### src/rtl/fifo_wr_arbiter.sv
// fifo_wr_arbiter: round-robin arbiter sharing one FIFO write port between a
// single-byte requester (A) and a two-byte requester (B) whose bytes stay back-to-back.
module fifo_wr_arbiter #(
    parameter int DATA_WIDTH = 8
) (
    input  logic                    CLK,
    input  logic                    RST_n,
    input  logic                    req_a,
    input  logic [DATA_WIDTH-1:0]   data_a,
    output logic                    gnt_a,
    input  logic                    req_b,
    input  logic [2*DATA_WIDTH-1:0] data_b,
    output logic                    gnt_b,
    input  logic                    wfull,
    output logic                    winc,
    output logic [DATA_WIDTH-1:0]   wdata,
    output logic                    busy
);
    typedef enum logic [1:0] {IDLE, WR_LO, WR_HI} state_t;

    state_t                  state_q, state_d;
    logic                    prio_q, prio_d;
    logic                    src_q, src_d;
    logic [2*DATA_WIDTH-1:0] hold_q, hold_d;

    always_ff @(posedge CLK or negedge RST_n) begin
        if (!RST_n) begin
            state_q <= IDLE;
            prio_q  <= 1'b0;
            src_q   <= 1'b0;
            hold_q  <= '0;
        end else begin
            state_q <= state_d;
            prio_q  <= prio_d;
            src_q   <= src_d;
            hold_q  <= hold_d;
        end
    end

    always_comb begin
        case (state_q)
            IDLE:    state_d = (gnt_a || gnt_b) ? WR_LO : IDLE;
            WR_LO:   state_d = wfull ? WR_LO : (src_q ? WR_HI : IDLE);
            WR_HI:   state_d = wfull ? WR_HI : IDLE;
            default: state_d = IDLE;
        endcase
    end

    // prio/src: 0 names A, 1 names B; priority passes to whoever was not granted
    always_comb begin
        hold_d = gnt_a ? {{DATA_WIDTH{1'b0}}, data_a} : (gnt_b ? data_b : hold_q);
        src_d  = (gnt_a || gnt_b) ? gnt_b : src_q;
        prio_d = (gnt_a || gnt_b) ? gnt_a : prio_q;
    end

    // Grants are gated by reset so every output reads 0 while RST_n is low
    always_comb begin
        gnt_a = RST_n && (state_q == IDLE) && req_a && (!req_b || !prio_q);
        gnt_b = RST_n && (state_q == IDLE) && req_b && (!req_a || prio_q);
        winc  = ((state_q == WR_LO) || (state_q == WR_HI)) && !wfull;
        wdata = (state_q == WR_LO) ? hold_q[DATA_WIDTH-1:0] :
                (state_q == WR_HI) ? hold_q[2*DATA_WIDTH-1:DATA_WIDTH] : '0;
        busy  = (state_q != IDLE);
    end
endmodule
### config.mk
export PLATFORM = sky130hd
export DESIGN_NAME = fifo_wr_arbiter
export DESIGN_NICKNAME = d
export VERILOG_FILES = /design/src/rtl/fifo_wr_arbiter.sv
export SDC_FILE = /design/constraint.sdc
export NUM_CORES = 1
export LEC_CHECK = 0
export ABC_AREA = 1
export CAP_MARGIN = 10
export CORE_AREA = 3 3 59 61
export CTS_CLUSTER_SIZE = 12
export DETAILED_ROUTE_END_ITERATION = 8
export DIE_AREA = 0 0 62 64
export PLACE_DENSITY_LB_ADDON = 0.08
export SLEW_MARGIN = 25
export SYNTH_ARGS = -nofsm -noshare
export SYNTH_HDL_FRONTEND = slang
export SYNTH_SLANG_ARGS = --single-unit
### constraint.sdc
create_clock -name CLK -period 3.75 [get_ports CLK]
set_clock_uncertainty 0.05 [all_clocks]
set_input_delay 0.5625 -clock CLK [delete_from_list [all_inputs] [get_ports CLK]]
set_output_delay 0.5625 -clock CLK [all_outputs]
set_load 0.02 [all_outputs]
# Word-level counts from Yosys, hierarchy flattened
# Cells that the tools add are included.
# Widths: inputs -> output; s select.
# op_classes
eq_ne	2
muxes	9
n_reduce_logical	17
# ops
cell	n
$mux 16	2
$mux 8	2
$logic_and 1x1->1	6
$mux 2	3
$pmux 2 s3	1
$logic_not 1->1	4
$logic_or 1x1->1	4
$reduce_bool 2->1	2
$eq 2x1->1 const B	1
$eq 2x2->1 const B	1
$logic_not 2->1	1
$mux 1	1
# word_totals
register_bits	20
output_inout_bits	12

# Longest topological paths before layout
# Gate-level depths: netlist of the first run.
# depth
ltp_word	7
mapped_depth	10

# Worst setup path after synthesis of the first run
# Ideal clock, no wire load.
# synth_timing
path_type	register -> output
from	register state_q[1]
to	output port wdata[0]
t_arrival_ps	1225
required_ps	3137
path_slack_ps	1912
path_stages_with_launch	6
n_path_buf	0
cell_sequence	dfrtp_1 > inv_1 > ha_1 > inv_1 > nand2_1 > o21ai_0
# synth_via
elab_chain_cells	3
# synth_lines
item	line	text
from (decl)	21	state_t state_q, state_d;
from (signal assigned)	33	state_q <= state_d;
$eq 2x2->1	62	(state_q == WR_HI) ? hold_q[2*DATA_WIDTH-1:DATA_WIDTH] : '0;
$mux 8	62	
$mux 8 *	61	wdata = (state_q == WR_LO) ? hold_q[DATA_WIDTH-1:0] :
to (decl)	16	output logic [DATA_WIDTH-1:0] wdata,
# Mark *: on every way between the ends. The rest lies on a longest branch, timed or not.

# Worst setup path after layout of the first run
# layout_timing
from	input port RST_n
to	output port gnt_a
# layout_via
elab_chain_cells	3
# layout_lines
item	line	text
from (decl)	7	input logic RST_n,
$logic_and 1x1->1 (3 in series)	58	gnt_a = RST_n && (state_q == IDLE) && req_a && (!req_b || !prio_q);
to (decl)	10	output logic gnt_a,
# Every way passes these cells.

==> results of run 1 <==
cells in the mapped netlist:
cell type  count  share of area [%]
o21ai_0       14                6.0
nand2_4        1               0.96
ha_1           4                4.3
clkbuf_1       1               0.32
dfrtp_1       20                 43
nand3_2        1               0.86
o21ai_1        4                1.7
buf_2          1               0.43
a21oi_1        1               0.43
nor2_1         3               0.96
inv_2          2               0.64
buf_8          1                1.3
inv_1         35                 11
nand2_1       39                 13
nand3_1       24                 10
nor2_8         1                1.7
nand2_2        3                1.6
buf_6          2                1.9
power groups by stage:
stage          registers (mW)  logic (mW)  clock network, mW
6_report                0.359       0.497              0.174
5_1_grt                 0.372       0.563              0.189
4_1_cts                 0.360       0.503              0.179
3_5_place_dp            0.363       0.500                  0
3_3_place_gp            0.360       0.495                  0
2_1_floorplan           0.349       0.334                  0
cell families after synthesis:
logic type	synth area share (%)
buf+inv	15.85
compound gates	8.137
simple gates	28.91
fa+ha+maj	4.283
flops	42.83
routing by layer:
| layer | routed length, um | GRT usage (%) |
|---|---|---|
| met4 | 29 | 5.836 |
| met1 | 1238 | 19.97 |
| met2 | 1065 | 20.21 |
| met5 | 0 | 0 |
| met3 | 143 | 2.626 |
path summary, 6_finish.rpt:
kind	from	end	slack, ns
max in group asynchronous	RST_n	hold_q[9]$_DFFE_PN0P_	2.81
min reg2reg	hold_q[0]$_DFFE_PN0P_	hold_q[0]$_DFFE_PN0P_	0.48
max reg2reg	state_q[0]$_DFF_PN0_	hold_q[2]$_DFFE_PN0P_	2.04
max	RST_n	gnt_a	0.91
min	hold_q[0]$_DFFE_PN0P_	hold_q[0]$_DFFE_PN0P_	0.48
min in group asynchronous	RST_n	hold_q[0]$_DFFE_PN0P_	0.63
cells in the final DEF, fill, tap and decap left out, types with 2 or more instances in the layout:
master           synthesis  routed
clkdlybuf4s50_1          0      40
nand2_1                 39      39
inv_1                   35      35
nand3_1                 24      24
dfrtp_1                 20      20
o21ai_0                 14      14
o21ai_1                  4       4
ha_1                     4       4
nand2_2                  3       3
nor2_1                   3       3
clkbuf_4                 0       3
inv_2                    2       2
buf_4                    0       2
critical path, delay by kind of cell:
kind / cells / cell delay [ns]
buffers and inverters: 3 / 1.23
and+or+nand+nor: 3 / 0.45
final cells by class:
class,instances,area share [%]
flip-flops and latches,20,30.42
multi-input cells,95,29.35
repair buffers,42,25.25
clock buffers,3,1.369
well taps,44,3.346
clock inverters,1,1.825
inverters,37,8.441
flip-flops by register name, indices dropped and copies added (netlist names):
name / cells
hold_q: 16
prio_q: 1
src_q: 1
state_q: 2
==> results.toml, run 1 <==
[status]
status = "finished clean"

[global_routing]
grt_usage_pct = 13.97
grt-ovfl-total = 0
grt_pass1_wl_mm = 4.250
grt_pass1_vias = 977
grt_max_degree = 21
antenna_found_initial = 0

[detailed_routing]
drt-vias-per-instance = 4.256
drc = 0
first_pass_iters = 6
num_vias = 1030
wl_mm = 2.476
wire_per_inst_um = 10.23
drtAntennaViolNets = 0
drtIter0Drc = 32

[sta]
whs_ns = 0.4757
worst_pin_slew_ns = 0.3485
max_freq_ghz = 0.3517
slew_viol_final = 0
setup_viol = 0
hold_violations = 0
setup_ws_ns = 0.9067
slew_headroom_pct = 76.77
min_period_ns = 2.843
rsz0062_at_grt = "no"
finalCritPeriodShare_pct = 75.82
tns_ns = 0

[synthesis]
post_synth.cell_area_avg_um2 = 7.443
synthesis.instances = 157
syn_nets = 190
synth_seq_cells = 20
yosysSeqAreaShare_pct = 42.83
ys_warn_count = 0
synth.cell_area_mm2 = 0.001169
synthDistinctLibCells = 18

[die]
core_area_mm2 = 0.003028
num_rows = 20
die_w_um = 62
die_area_mm2 = 0.003968
num_io_pins = 41
initial_utilization_pct = 38.60
die_h_um = 64

[setup_path]
worstPathMaxFanout = 20
critical_path.max_stage_delay_ns = 0.60
cp_slowest_cell = "clkdlybuf4s50_1"
start_kind = "input pin"
cp.arrival_ns = 2.23
worst-r2r-cell-count = 8
crit_path_frequent_cell = "clkdlybuf4s50_1"
required_ns = 3.14
path_cells = "clkdlybuf4s50_1 > nand2_2 > nor2_8 > nand2_4 > inv_1 > clkdlybuf4s50_1"
cp-end-kind = "output port"
crit_type = "in2out"

[power]
power_frac_clock_pct = 16.9
p_total_mw = 1.030
p_seq_share_pct = 34.9
sw_frac_of_total_pct = 38.63
internal_power_uw = 632.0
vdd_ir_drop_max_v = 0.0001849
switching_power_uw = 397.9
p_leak_nw = 0.8438
p_comb_share_pct = 48.2
power_density_mw_per_mm2 = 625.9

[cts]
clk_latency_ns = 0.29
cts_setup_buffers = 0
cts_root_buf = "clkbuf_4"
htreeDepth = 1
cts_buffers = 3
cts_tree = "yes"
cts_resized = 0
clockBufferDepth = 2
path_clk_slew_ns = 0.12
hold_buffers = 0
clock_sinks = 20

[cells_and_area]
drive_gt1_share_pct = 7.071
final_nets = 232
final_area_mm2 = 0.001645
diodes = 0
area_growth_pct = 40.79
multi_input_area_um2 = 483.0
seqCellArea_um2 = 500.5
final_util_pct = 54.34
final_cells = 242
nFillCells = 310

[worst_hold_path]
hold_depth = 2
hold_path.class = "reg2reg"

[placement]
pre_cts_ws_ns = 0.9093
gp_congestion = 0.7778
dp_hpwl_mm = 1.928
port_buffers = 40
dp.cells = 238
place_area_mm2 = 0.001593

[job]
cap_violations = 0
Power figures use the tool's default switching activity.
==> run 2: changes to the inputs <==
Clock period 3.75 ns to 2.95 ns, I/O delays scaled along.
==> results.toml, run 2 (same netlist as run 1, synthesis figures left out) <==
[cts]
htreeDepth = 1
cts_tree = "yes"
cts_resized = 0
clockBufferDepth = 2
path_clk_slew_ns = 0.11
cts_root_buf = "clkbuf_4"
clk_latency_ns = 0.29
cts_setup_buffers = 0
cts_buffers = 3
hold_buffers = 0
clock_sinks = 20

[global_routing]
grtUsageMet1_pct = 19.72
antenna_found_initial = 0
grt_pass1_wl_mm = 4.319
grt.met3_usage_pct = 2.020
grt-ovfl-total = 0
grt_pass1_vias = 1001
use_met2_pct = 21.63
grt_usage_pct = 14.06
grt-busiest-layer = "met2"
grt_max_degree = 21

[setup_path]
r2r_start = "state_q[1]$_DFF_PN0_"
required_ns = 2.46
cp.arrival_ns = 2.16
worstPathMaxFanout = 11
critPathLaunch = "state_q[1]$_DFF_PN0_"
crit_type = "reg2out"
cp-end-kind = "output port"
start_kind = "flop"

[die]
die_w_um = 62
num_io_pins = 41
die_area_mm2 = 0.003968
core_area_mm2 = 0.003028
initial_utilization_pct = 38.60
die_h_um = 64
num_rows = 20

[worst_hold_path]
hp-start = "hold_q[0]$_DFFE_PN0P_"
hold_path.class = "reg2reg"

[status]
status = "finished clean"

[cells_and_area]
area_growth_pct = 40.04
seqCellArea_um2 = 500.5
multi_input_area_um2 = 483.0
final_common_cell = "clkdlybuf4s50_1"
nFillCells = 318
drive_gt1_share_pct = 7.538
largest_register_ffs = 16
largestRegisters = "hold_q (16), state_q (2)"
layout_common_cells = "clkdlybuf4s50_1 (40), nand2_1 (39), inv_1 (35)"
final_nets = 233
diodes = 0
top_register = "hold_q"

[sta]
setup_viol = 0
max_freq_ghz = 0.3771
slew_headroom_pct = 75.50
whs_ns = 0.4782
min_period_ns = 2.652
rsz0062_at_grt = "no"
hold_violations = 0
finalCritPeriodShare_pct = 89.89
tns_ns = 0
worst_pin_slew_ns = 0.3676
slew_viol_final = 0

[placement]
gp_congestion = 0.7697
port_buffers = 40
dp_hpwl_mm = 2.034

[detailed_routing]
drtAntennaViolNets = 0
first_pass_iters = 4
drc = 0
num_vias = 1060
wl_mm = 2.560
drt-vias-per-instance = 4.362
drtIter0Drc = 46
wire_per_inst_um = 10.53

[power]
p_leak_nw = 0.8412
vdd_ir_drop_max_v = 0.0002606
p_total_mw = 1.250
power_density_mw_per_mm2 = 763.7

[job]
cap_violations = 0
-- run 2: cell count changes in the layout (fill, tap and decap cells not counted), sizes merged --
cell,delta
clkbuf,+1
buf,+1
bufinv,-1
-- run 2: path summary, 6_finish.rpt --
path,end,slack (ns),depth (start not counted)
max,wdata[2],0.30,6
min,hold_q[0]$_DFFE_PN0P_,0.48,2
max reg2reg,hold_q[0]$_DFFE_PN0P_,1.15,9
min reg2reg,hold_q[0]$_DFFE_PN0P_,0.48,2
max in group asynchronous,hold_q[3]$_DFFE_PN0P_,2.14,2
min in group asynchronous,state_q[1]$_DFF_PN0_,0.51,2
-- run 2: where the power goes --
group          total [mW]  internal (mW)  switching (mW)
logic               0.640          0.273           0.368
clock network       0.155         0.0751          0.0799
registers           0.455          0.397          0.0575
total                1.25          0.745           0.505
-- run 2: stage by stage --
stage / util, % / area [um2] / cells / setup slack, ns
3_3_place_gp: 52.85 / 1600 / 239 / 0.4198
2_1_floorplan: - / 1169 / 157 / 1.232
6_report: 54.05 / 1637 / 243 / 0.2983
3_5_place_dp: 52.85 / 1600 / 239 / 0.3999
4_1_cts: 54.05 / 1637 / 243 / 0.2772
5_1_grt: 54.05 / 1637 / 243 / 0.08044
-- run 2: critical path: stages, from the launching register on --
cell	delay, ns
dfrtp_1	0.41
inv_1	0.08
ha_1	0.32
inv_1	0.09
nand2_1	0.14
o21ai_0	0.20
clkdlybuf4s50_1	0.63
-- run 2: area by class of cell --
type	instances	share of cell area [%]
multi-input cells	95	29.51
clock buffers	4	2.217
well taps	44	3.364
repair buffers	43	25.84
inverters	37	8.486
flip-flops and latches	20	30.58
-- run 2: per-layer routing --
metal,wire length (um),up-vias
met5,0,-
met4,21,0
met3,162,2
met2,1129,33
met1,1247,462
li1,-,563
